[config.mk]
export PLATFORM = sky130hd
export DESIGN_NAME = rst_strap_seq_flat
export DESIGN_NICKNAME = d
export VERILOG_FILES = /design/src/rtl/rst_strap_seq_if.sv /design/src/rtl/rst_strap_seq.sv /design/src/flat_wrapper.sv
export SDC_FILE = /design/constraint.sdc
export NUM_CORES = 1
export LEC_CHECK = 0
export ABC_AREA = 1
export CAP_MARGIN = 5
export CORE_ASPECT_RATIO = 0.7
export CORE_MARGIN = 3
export CORE_UTILIZATION = 52
export CTS_CLUSTER_DIAMETER = 80
export DETAILED_ROUTE_END_ITERATION = 10
export GPL_ROUTABILITY_DRIVEN = 0
export HOLD_SLACK_MARGIN = 0.12
export PLACE_DENSITY = 0.76
export SYNTH_ARGS = -nofsm -noshare
export SYNTH_HDL_FRONTEND = slang
export SYNTH_SLANG_ARGS = --single-unit
[constraint.sdc]
create_clock -name clk -period 1.35 [get_ports clk]
set_input_delay 0.2025 -clock clk [delete_from_list [all_inputs] [get_ports clk]]
set_output_delay 0.2025 -clock clk [all_outputs]
set_load 0.005 [all_outputs]
[src/rtl/rst_strap_seq_if.sv]
// Strap-sequencer bus: soft-reboot request in, staged reset/enable outputs
// and status out.
// soft_reboot_req is a level from another domain; only its rising edge seen
// while running counts. No valid/ready pairs on this bus: every output is a
// registered level that is valid in every cycle.
interface rst_strap_seq_if;
  logic       soft_reboot_req;
  logic       p_reset_n;
  logic       clk_enb;
  logic       s_reset_n;
  logic [2:0] seq_state;
  logic [7:0] boot_cnt;

  modport master (
    input  soft_reboot_req,
    output p_reset_n, clk_enb, s_reset_n, seq_state, boot_cnt
  );

  modport slave (
    output soft_reboot_req,
    input  p_reset_n, clk_enb, s_reset_n, seq_state, boot_cnt
  );
endinterface

[src/rtl/rst_strap_seq.sv]
// Reset-removal sequencer: p_reset_n, then clk_enb, then s_reset_n after
// external reset, plus a soft-reboot flow that leaves p_reset_n high.
module rst_strap_seq #(
  parameter int unsigned PRST_DLY  = 4,
  parameter int unsigned CLKEN_DLY = 2,
  parameter int unsigned SRST_DLY  = 3
) (
  input  logic            clk,
  input  logic            e_reset_n,
  rst_strap_seq_if.master bus
);

  typedef enum logic [2:0] {
    PRST  = 3'd0,
    CLKEN = 3'd1,
    SRST  = 3'd2,
    RUN   = 3'd3,
    HOLD  = 3'd4
  } state_t;

  localparam logic [15:0] PRST_END  = 16'(PRST_DLY - 1);
  localparam logic [15:0] CLKEN_END = 16'(CLKEN_DLY - 1);
  localparam logic [15:0] SRST_END  = 16'(SRST_DLY - 1);

  state_t      state;
  logic [15:0] cnt;
  logic        sync1, sync2, sync3;
  logic        p_q, ce_q, s_q;
  logic [7:0]  boot_q;
  logic        rise;

  // sync3 follows sync2 in every state, so a request that is still high
  // when RUN is re-entered does not retrigger.
  assign rise = sync2 & ~sync3;

  always_ff @(posedge clk or negedge e_reset_n) begin
    if (!e_reset_n) begin
      sync1 <= 1'b0;
      sync2 <= 1'b0;
      sync3 <= 1'b0;
    end else begin
      sync1 <= bus.soft_reboot_req;
      sync2 <= sync1;
      sync3 <= sync2;
    end
  end

  always_ff @(posedge clk or negedge e_reset_n) begin
    if (!e_reset_n) begin
      state  <= PRST;
      cnt    <= 16'd0;
      p_q    <= 1'b0;
      ce_q   <= 1'b0;
      s_q    <= 1'b0;
      boot_q <= 8'd0;
    end else begin
      case (state)
        PRST: begin
          if (cnt == PRST_END) begin
            p_q   <= 1'b1;
            cnt   <= 16'd0;
            state <= CLKEN;
          end else begin
            cnt <= cnt + 16'd1;
          end
        end
        CLKEN: begin
          if (cnt == CLKEN_END) begin
            ce_q  <= 1'b1;
            cnt   <= 16'd0;
            state <= SRST;
          end else begin
            cnt <= cnt + 16'd1;
          end
        end
        SRST: begin
          if (cnt == SRST_END) begin
            s_q   <= 1'b1;
            cnt   <= 16'd0;
            state <= RUN;
          end else begin
            cnt <= cnt + 16'd1;
          end
        end
        RUN: begin
          if (rise) begin
            s_q    <= 1'b0;
            cnt    <= 16'd0;
            state  <= HOLD;
            if (boot_q != 8'hff) boot_q <= boot_q + 8'd1;
          end
        end
        HOLD: begin
          // core stays in reset with its clock running, then the clock
          // enable drops and the normal ramp resumes from CLKEN
          if (cnt == SRST_END) begin
            ce_q  <= 1'b0;
            cnt   <= 16'd0;
            state <= CLKEN;
          end else begin
            cnt <= cnt + 16'd1;
          end
        end
        default: begin
          state <= PRST;
          cnt   <= 16'd0;
          p_q   <= 1'b0;
          ce_q  <= 1'b0;
          s_q   <= 1'b0;
        end
      endcase
    end
  end

  assign bus.p_reset_n = p_q;
  assign bus.clk_enb   = ce_q;
  assign bus.s_reset_n = s_q;
  assign bus.seq_state = state;
  assign bus.boot_cnt  = boot_q;

endmodule
[src/flat_wrapper.sv]
// flat-port wrapper written by rule: the top's interface ports become plain ports
module rst_strap_seq_flat 
#(
  parameter int unsigned PRST_DLY  = 4,
  parameter int unsigned CLKEN_DLY = 2,
  parameter int unsigned SRST_DLY  = 3
)
  (clk, e_reset_n, bus_soft_reboot_req, bus_p_reset_n, bus_clk_enb, bus_s_reset_n, bus_seq_state, bus_boot_cnt);
  rst_strap_seq_if bus_i ();
  input  logic clk;
  input  logic e_reset_n;
  input wire logic [$bits(bus_i.soft_reboot_req)-1:0] bus_soft_reboot_req;
  output wire logic [$bits(bus_i.p_reset_n)-1:0] bus_p_reset_n;
  output wire logic [$bits(bus_i.clk_enb)-1:0] bus_clk_enb;
  output wire logic [$bits(bus_i.s_reset_n)-1:0] bus_s_reset_n;
  output wire logic [$bits(bus_i.seq_state)-1:0] bus_seq_state;
  output wire logic [$bits(bus_i.boot_cnt)-1:0] bus_boot_cnt;
  assign bus_i.soft_reboot_req = bus_soft_reboot_req;
  assign bus_p_reset_n = bus_i.p_reset_n;
  assign bus_clk_enb = bus_i.clk_enb;
  assign bus_s_reset_n = bus_i.s_reset_n;
  assign bus_seq_state = bus_i.seq_state;
  assign bus_boot_cnt = bus_i.boot_cnt;
  rst_strap_seq #(.PRST_DLY(PRST_DLY), .CLKEN_DLY(CLKEN_DLY), .SRST_DLY(SRST_DLY)) u_core (.clk(clk), .e_reset_n(e_reset_n), .bus(bus_i));
endmodule
# == Word level (Yosys, flattened, before mapping) ==
# Index checks and enable logic that the tools add are counted.
# totals
regBits,33
in_bits,3
output_inout_bits,14
wordCells,58
# classes
addsub,2
n_eq_ne,13
mux,19
n_bitwise,5
reduce_logical,10
# op_table
cell,n
16-bit two-way mux,4
16-bit one-hot mux with 4 select lines,1
16-bit by 2-bit equality test with 1-bit output (second input constant),2
16-bit by 1-bit adder with 16-bit output (second input constant),1
16-bit by 1-bit equality test with 1-bit output (second input constant),1
3-bit two-way mux,5
3-bit one-hot mux with 5 select lines,1
2-bit by 1-bit != test with 1-bit output (second input constant),5
3-bit AND reduction,3
8-bit by 1-bit adder with 8-bit output (second input constant),1
8-bit != test (second input constant),1
3-bit by 2-bit equality test with 1-bit output (second input constant),2
1-bit one-hot mux with 3 select lines,2
3-bit OR reduction,2
1-bit two-way mux,5
5-bit AND reduction,1
1-bit NOT,4
4-bit OR reduction,1
3-bit by 1-bit equality test with 1-bit output (second input constant),1
3-bit equality test (second input constant),1
3-bit logical NOT,1
1-bit one-hot mux with 2 select lines,1
2-bit AND reduction,1
2-bit OR reduction,1
1-bit bitwise AND,1

# == Depth between registers and ports, before layout ==
# Gate-level depths: netlist of run 1.
# depth
ltp_word,4
ltp_mapped,10
mapped_depth_nobuf,10

# == Worst setup path before layout of run 1 ==
# No wires, ideal clock.
# synth_timing
path_type,reg2reg
startpoint,register u_core.cnt[0]
endpoint,register u_core.cnt[10]
arrival_time_ps,1334
required_ps,1226
slack_ps,-108
path_stages_with_launch,9
period_less_slack_ps,1458
cell_sequence,dfrtp_1 ha_1 nand3_1 nor2_2 nand2_1 nor2_1 or2_2 o211ai_1 nand2_1
# synth_between
elab_chain_cells,3
elab_cells_between_ends,8
classes_between,1 x add/sub; 3 x eq/ne; 4 x mux
# synth_lines
element,line,source
from (decl),rst_strap_seq.sv:26,logic [15:0] cnt;
from (signal assigned),rst_strap_seq.sv:64,cnt <= cnt + 16'd1;
from (signal assigned),rst_strap_seq.sv:73,cnt <= cnt + 16'd1;
from (signal assigned),rst_strap_seq.sv:82,cnt <= cnt + 16'd1;
16-bit by 1-bit adder with 16-bit output (tied with other cells),-,
"16-bit two-way mux, on equally long branches",-,
16-bit one-hot mux with 4 select lines (*),rst_strap_seq.sv:57,case (state)
# Every way passes the cells marked *; elsewhere a longest branch is shown, timed or not.
# A chain may end at the register's enable or synchronous reset.

# == Worst setup path in the final report of run 1 ==
# layout_timing
startpoint,register u_core.cnt[0]
endpoint,register u_core.cnt[5]
# The elaborated chain is that of the path after synthesis.

==> impl_metrics.toml, run 1 <==
[timing]
clock_skew_ns = 0.0104
hold_violations = 0
post-route-period-util_pct = 119
grt_setup_unrepaired = "yes"
fmax_mhz = 622
slew_violations = 0
post-route-min-period_ns = 1.61
fin_ws_ns = -0.257
timing.slew.headroom_pct = 81.2
final-setup-viol-count = 29
worst_pin_slew_ns = 0.279

[finish]
utilization_pct = 84.3
register_area_sq_um = 830
fillers = 183
drive_gt1_share_pct = 47.4
n_antenna_cell = 0
final_cell_area_sq_um = 3040
area_growth_pct = 51.7
final_cells = 371
layout.nets = 328
multiInputGateArea_sq_um = 1300

[power_and_ir_drop]
pwr_density_cell_nw_per_um2 = 1730
ir_drop_v = 0.00118
power_mw = 5.26
cellLeakagePower_nw = 1.55

[worst_setup_path]
r2r_start = "u_core.cnt[0]"
crit_start = "u_core.cnt[0]"
cp_data_required_time_ns = 1.53
critical_path.top_delay_family = "simple AND/OR/NAND/NOR gates"
start_kind = "flip-flop"
cp_max_fo = 6
crit_chain = "inv_2, ha_1, nand2_1, nor2_2, nand2_2, nand2_4, nand2_4, nor2_8, a21oi_2"
cp_slowest_cell = "dfrtp_2"
crit_top_cell = "nand2_4"
crit_arrival_ns = 1.79
end_kind = "flip-flop"
path_class = "reg -> reg"
slowest_delay_ns = 0.46
path_buf_inv = 1

[detailed_routing]
routed_wirelength_mm = 6.67
drt_iter0_markers = 266
drc = 0
ant_nets = 0
via_count = 2052
wl_per_cell_um = 18.0
routed_via_density = 5.53
first_pass_iters = 5

[floorplan]
core-area_sq_um = 3600
dieArea_sq_um = 4640
die_h_um = 57.9
row_count = 18
ioPinCount = 17
initial_utilization_pct = 55.6
die_width_um = 80.2

[synth]
synth-seq-area-share_pct = 41.3
synth_cell_type_count = 30
synth_fp_nets = 247
synth_top_area_cell = "dfrtp_1"
syn_inst = 240
yosysTopAreaCellShare_pct = 41.3
syn_area_per_cell_sq_um = 8.34
ys_warn_count = 0
synth_area_leaders = "dfrtp_1, nand2_1, xor2_1"
syn_area_sq_um = 2000
synth_seq_cells = 33

[place]
post-place-ws_ns = -0.192
dp_cells = 346
place_area_sq_um = 2550
hpwl_mm = 3.81
io_buffers = 16

[run]
maxCapViolCount = 0

[grt]
grtUsageMet3_pct = 5.12
top_usage_layer = "met2"
grt_pass1_wl_mm = 9.05
overflow = 0
grt.met2_usage_pct = 40.8
grt_antenna_before_repair = 0
grt_usage_pct = 26.3
grt_start_max_net_pins = 34
gr-usage-met1_pct = 36.8
grt_pass1_vias = 1851

[cts]
cts.clk_slew.worst_paths_ns = 0.07
tritoncts = "done"
root_buffer = "clkbuf_8"
cts_buffer_depth = 2
worstSkewPairLatency_ns = 0.30
clock_sinks = 33
numCtsBuffers = 5
cts_htree_levels = 2

[outcome]
status = "complete, but fails checks"
violations = "negative setup slack"

[min_path]
hold_class = "in -> async"
[layer usage]
layer  vias up  share of wire (%)
met5         -                  0
met4         0                3.5
met3        25                7.9
met2       116                 48
met1       984                 40
li1        927                  -
[report_power, final]
group	switching, mW	internal, mW	leakage (nW)
clock	0.392	0.405	0.0443
combinational	1.74	1.36	1.08
sequential	0.186	1.18	0.433
[layout make-up]
| type | instances | area share (%) |
|---|---|---|
| Clock buffer | 7 | 2.84 |
| Inverter | 26 | 3.63 |
| Multi-Input combinational cell | 179 | 42.7 |
| Sequential cell | 33 | 27.3 |
| Tap cell | 50 | 2.06 |
| Timing Repair Buffer | 76 | 21.5 |
[final timing paths]
| check | to | slack [ns] | cells past startpoint |
|---|---|---|---|
| max in group asynchronous | u_core.cnt[0] | 0.89 | 2 |
| min in group clk | u_core.sync1 | 0.33 | 1 |
| worst min-delay path | u_core.cnt[10] | 0.26 | 2 |
| worst max-delay path | u_core.cnt[5] | -0.26 | 9 |
| worst min register to register | u_core.sync2 | 0.36 | 0 |
| worst max register to register | u_core.cnt[5] | -0.26 | 9 |
[state kept, by name (all words and copies together) (netlist names)]
name / cells
u_core.bus.boot_cnt: 8
u_core.bus.clk_enb: 1
u_core.bus.p_reset_n: 1
u_core.bus.s_reset_n: 1
u_core.bus.seq_state: 3
u_core.cnt: 16
u_core.sync1: 1
u_core.sync2: 1
u_core.sync3: 1
[placed cells by master, fill, tap and decap left out, drive strengths merged, types with 4 or more instances in the layout]
cell type	synthesis	routed
xor2	11	11
ha	4	4
nand3	15	15
o21ai	13	13
dlygate4sd2	0	10
xnor2	4	4
buf	2	60
o31ai	4	4
inv	26	26
nand2	68	68
dfrtp	33	33
clkbuf	0	7
a21oi	9	9
nand4	5	5
nor2	37	37
dlymetal6s2s	0	4
[cells in the mapped netlist]
cell type and count:
nor2_1 23, nand3_2 1, a21oi_1 7, a21oi_2 2
nand3_1 14, nor3b_1 1, nor2_4 3, buf_4 2
nand2_1 56, inv_2 4, nor3_4 1, or2_2 1
xor2_1 11, nand3b_1 1, ha_1 4, nor2_8 2
o21ai_2 5, o21bai_1 1, nor2_2 9, nand2_4 5
o31ai_1 4, o211ai_1 2, dfrtp_1 33, inv_1 22
nand2_2 7, nor3_1 2, xnor2_2 1, nand4_1 5
xnor2_1 3, o21ai_0 8
[cell families after synthesis]
logic type / count (synthesis) / synth area share (%)
simple gates: 131 / 34.3
flops: 33 / 41.2
compound gates: 29 / 9.44
buf+inv: 28 / 5.62
xor+xnor: 15 / 6.94
fa+ha+maj: 4 / 2.50
[per-stage QoR]
step | hold WS (ns) | TNS [ns]
4_1_cts | 0.269 | -2.69
5_1_grt | 0.287 | -7.28
3_3_place_gp | 0.336 | -1.67
3_5_place_dp | 0.339 | -2.48
2_1_floorplan | -0.0931 | -0.351
6_report | 0.261 | -5.46
[timing repair]
action,CTS,global route
hold buffers,0,0
pin swaps,12,20
gates resized for setup,40,46
endpoints found under the setup margin,42,35
buffers inserted,13,6
endpoints found under the hold margin,0,0
Note: power is estimated with default switching activity, not from simulation.
==> inputs of run 2 (changes only) <==
Settings changed: SKIP_LAST_GASP set to 1.
==> run 2 against run 1 <==
  * First-iteration DRC count is 3.4% lower
  * Largest cell class unchanged
  * Register-to-register slack better by 0.05 ns
  * Sequential share of layout area up 0.69 points
  * Power decreased by 1.6%
  * Die area stayed put
  * Setup slack gained 0.053 ns
  * Hold slack lost 0.0090 ns
  * Critical path depth unchanged
  * The run still ends with negative setup slack left
  * Clock-buffer cell count is the same
  * Critical endpoint unchanged
==> impl_metrics.toml, run 2 (synthesis gave the netlist of run 1 again) <==
[power_and_ir_drop]
power_mw = 5.18
cellLeakagePower_nw = 1.51
pwr_density_cell_nw_per_um2 = 1750
ir_drop_v = 0.00121

[place]
dp_cells = 346
hpwl_mm = 3.81
io_buffers = 16
post-place-ws_ns = -0.192

[worst_setup_path]
critical_path_depth = 9
crit_chain = "inv_2, ha_1, nand2_1, nor2_2, nand2_2, nand2_4, nand2_4, nor2_8, a21oi_2"
cp-endpoint = "u_core.cnt[5]"
path_class = "reg -> reg"
rrSetupSlack_ns = -0.20
r2r_cells = 9
start_kind = "flip-flop"
cp_slowest_cell = "dfrtp_2"
cp_max_fo = 6
r2r_end = "u_core.cnt[5]"
crit_arrival_ns = 1.73
critical_path.top_delay_family = "simple AND/OR/NAND/NOR gates"
crit_start = "u_core.cnt[0]"
cp_data_required_time_ns = 1.53
slowest_delay_ns = 0.45
crit_top_cell = "nand2_4"
path_buf_inv = 1
r2r_start = "u_core.cnt[0]"
end_kind = "flip-flop"

[finish]
final_common_cell = "buf_4"
final_cell_mix = "buf_4, nand2_1, dfrtp_1, inv_1"
drive_gt1_share_pct = 45.9
area_growth_pct = 47.9
largest_reg_flops = 16
n_antenna_cell = 0
fillers = 206
final_cells = 368
regMostFlops = "u_core.cnt"
layout.nets = 325
utilization_pct = 82.2

[outcome]
violations = "negative setup slack"
status = "complete, but fails checks"

[grt]
grt_usage_pct = 26.4
grt_start_max_net_pins = 34
grt_antenna_before_repair = 0
grt_pass1_wl_mm = 9.09
overflow = 0
grt_pass1_vias = 1859

[floorplan]
ioPinCount = 17
die_h_um = 57.9
core-area_sq_um = 3600
dieArea_sq_um = 4640
die_width_um = 80.2
row_count = 18
initial_utilization_pct = 55.6

[cts]
cts_htree_levels = 2
cts.clk_slew.worst_paths_ns = 0.08
root_buffer = "clkbuf_8"
numCtsBuffers = 5
clock_sinks = 33
cts_buffer_depth = 2
tritoncts = "done"
worstSkewPairLatency_ns = 0.31

[detailed_routing]
drc = 0
wl_per_cell_um = 17.3
routed_via_density = 5.49
routed_wirelength_mm = 6.38
via_count = 2021
drt_iter0_markers = 257
first_pass_iters = 5
ant_nets = 0

[timing]
fin_setup_tns_ns = -3.90
hold_violations = 0
worst_pin_slew_ns = 0.249
clock_skew_ns = 0.0150
post-route-min-period_ns = 1.55
final-setup-viol-count = 28
fin_ws_ns = -0.203
fmax_mhz = 644
post-route-period-util_pct = 115
grt_setup_unrepaired = "yes"
timing.slew.headroom_pct = 83.2
slew_violations = 0

[min_path]
hold_class = "in -> async"

[run]
maxCapViolCount = 0
[run 2: timing repair]
action	CTS	global route
endpoints found under the setup margin	42	36
hold buffers	0	0
gates cloned	0	0
pin swaps	11	15
endpoints found under the hold margin	0	0
buffers inserted	13	3
gates resized for setup	38	36
[run 2: report_power, final]
part	internal, mW	switching, mW	leakage [nW]
Combinational	1.32	1.70	1.04
Sequential	1.18	0.186	0.433
Clock	0.405	0.393	0.0443
Total	2.90	2.28	1.51
[run 2: how the worst min path moves through the flow]
stage / from / endpoint / slack, ns / cells after the start
after detailed placement: u_core.sync1 / u_core.sync2 / 0.34 / 0
final: e_reset_n / u_core.bus.s_reset_n / 0.25 / 2
after CTS: e_reset_n / u_core.cnt[10] / 0.27 / 2
after global routing: e_reset_n / u_core.bus.s_reset_n / 0.28 / 2
after floorplan: e_reset_n / u_core.bus.boot_cnt[0] / -0.09 / 0
after global placement: u_core.sync1 / u_core.sync2 / 0.34 / 0
[run 2: cell type report]
type / instances / area, sq um / area share, %
Timing Repair Buffer: 73 / 617 / 20.8
Inverter: 26 / 103 / 3.46
Tap cell: 50 / 62.6 / 2.11
Sequential cell: 33 / 830 / 28.0
Clock buffer: 7 / 86.3 / 2.92
Multi-Input combinational cell: 179 / 1260 / 42.7
[run 2: per-layer routing]
metal	part of all wire, %	vias up	track usage (%)	wire length, um
li1	-	924	-	-
met1	40	951	36.7	2550
met2	48	119	41.5	3050
met3	9.0	27	5.12	577
met4	3.2	0	9.64	205
met5	0	-	0	0
[run 2: stage by stage]
step	area [sq um]	hold WS, ns
global placement	2550	0.336
detailed placement	2550	0.339
finish	2960	0.252
floorplan	2020	-0.0931
global route	2960	0.284
CTS	2820	0.269
[run 2: worst reg2reg max path, cell delays in order, from the launching register on]
cell and delay [ns]:
dfrtp_2 0.45, inv_2 0.07, ha_1 0.13, nand2_1 0.06, nor2_2 0.12, nand2_2 0.12
nand2_4 0.13, nand2_4 0.09, nor2_8 0.17, a21oi_2 0.07
==> inputs of run 3 (changes only) <==
Settings changed: CORE_MARGIN 3 to unset.
==> run 3 against run 2 <==
  * The run still ends with negative setup slack left
  * Sequential cell count unchanged
  * Highest routed layer unchanged
  * Cell count grew 1.4%
  * Non-clock buffer count is 5 higher
==> impl_metrics.toml, run 3 (synthesis gave the netlist of run 1 again) <==
[cts]
cts_buffer_depth = 2
cts.clk_slew.worst_paths_ns = 0.08
tritoncts = "done"
hold_buffers = 0
numCtsBuffers = 5
clock_sinks = 33
cts_htree_levels = 2
worstSkewPairLatency_ns = 0.30
root_buffer = "clkbuf_8"

[floorplan]
die_width_um = 76.2
die_h_um = 53.9
row_count = 18
ioPinCount = 17
core-area_sq_um = 3600
initial_utilization_pct = 55.6
dieArea_sq_um = 4110

[grt]
overflow = 0
grt_start_max_net_pins = 34
grt_pass1_wl_mm = 8.49
grt_usage_pct = 27.9
grt_pass1_vias = 1792
grt_antenna_before_repair = 0

[finish]
final_common_cell = "buf_4"
layout.nets = 330
area_growth_pct = 49.1
regMostFlops = "u_core.cnt"
final_cell_area_sq_um = 2980
drive_gt1_share_pct = 44.6
final_cell_mix = "buf_4, nand2_1, dfrtp_1, inv_1, nor2_1"
fillers = 192
n_antenna_cell = 0
utilization_pct = 82.8
largest_reg_flops = 16

[min_path]
hold_class = "in -> async"

[timing]
fmax_mhz = 631
fin_ws_ns = -0.235
final-setup-viol-count = 29
timing.slew.headroom_pct = 75.2
post-route-min-period_ns = 1.59
worst_pin_slew_ns = 0.368
hold_violations = 0
slew_violations = 0
post-route-period-util_pct = 117
clock_skew_ns = 0.0146
grt_setup_unrepaired = "yes"

[worst_setup_path]
cp_data_required_time_ns = 1.57
cp_max_fo = 7
start_kind = "flip-flop"
rrSetupSlack_ns = -0.24
r2r_end = "u_core.bus.seq_state[0]"
r2r_cells = 10
path_class = "reg -> reg"
crit_start = "u_core.cnt[0]"
crit_arrival_ns = 1.81
end_kind = "flip-flop"
r2r_start = "u_core.cnt[0]"

[detailed_routing]
wl_per_cell_um = 16.4
first_pass_iters = 4
routed_via_density = 5.38
via_count = 2007
routed_wirelength_mm = 6.10
drc = 0
ant_nets = 0
drt_iter0_markers = 198

[run]
maxCapViolCount = 0

[power_and_ir_drop]
sequentialPowerShare_pct = 25.8
p_sw_share_pct = 43.6
clkPwrFrac_pct = 14.9
ir_drop_v = 0.00129
cellLeakagePower_nw = 1.55
internal-power_mw = 2.89
pwr_density_cell_nw_per_um2 = 1720
power_mw = 5.13
p_comb_share_pct = 59.4
net-switching-power_mw = 2.23

[place]
hpwl_mm = 3.78
place_area_sq_um = 2580
io_buffers = 16

[outcome]
status = "complete, but fails checks"
violations = "negative setup slack"
[run 3: how the worst max path moves through the flow]
stage	to	cells past startpoint
after floorplan	u_core.cnt[5]	9
after global placement	u_core.cnt[6]	7
after detailed placement	u_core.cnt[10]	8
after CTS	u_core.cnt[5]	9
after global routing	u_core.bus.seq_state[0]	10
final	u_core.bus.seq_state[0]	10
[run 3: power by group through the flow]
| stage | logic (mW) | clock network (mW) | registers (mW) |
|---|---|---|---|
| floorplan | 1.38 | 0 | 1.38 |
| global placement | 2.38 | 0 | 1.34 |
| detailed placement | 2.45 | 0 | 1.35 |
| CTS | 2.75 | 0.764 | 1.31 |
| global route | 3.24 | 0.800 | 1.34 |
| finish | 3.04 | 0.764 | 1.32 |
[run 3: repair_timing]
action	in CTS	in global routing
endpoints found under the setup margin	38	35
buffers inserted	14	3
resized for setup	39	32
pin swaps	10	9
[run 3: metal layers]
metal / global-route usage (%) / up-vias / wire [um]
li1: - / 938 / -
met1: 38.1 / 964 / 2600
met2: 45.2 / 86 / 2890
met3: 6.61 / 19 / 433
met4: 8.33 / 0 / 176
met5: 0 / - / 0
[run 3: critical path: stages (launching register included)]
cell     delay, ns
dfrtp_1       0.42
inv_1         0.08
ha_2          0.18
nand2_2       0.06
nor2_2        0.09
nand2_2       0.11
nand2_4       0.13
nand2_4       0.07
nor2_8        0.18
nand3_1       0.11
nand2_1       0.10
[run 3: cell type report]
type,count,area [sq um],share of cell area [%]
Clock buffer,7,86.3,2.89
Inverter,26,103,3.44
Multi-Input combinational cell,179,1240,41.6
Sequential cell,33,828,27.8
Tap cell,50,62.6,2.10
Timing Repair Buffer,78,664,22.3
[run 3: metrics by stage]
stage	hold WS (ns)	worst slack, ns	cells	TNS (ns)
2_1_floorplan	-0.0931	-0.0524	240	-0.351
3_3_place_gp	0.335	-0.116	349	-1.74
3_5_place_dp	0.341	-0.159	349	-2.65
4_1_cts	0.288	-0.142	370	-2.12
5_1_grt	0.296	-0.304	373	-5.63
6_report	0.270	-0.235	373	-3.42
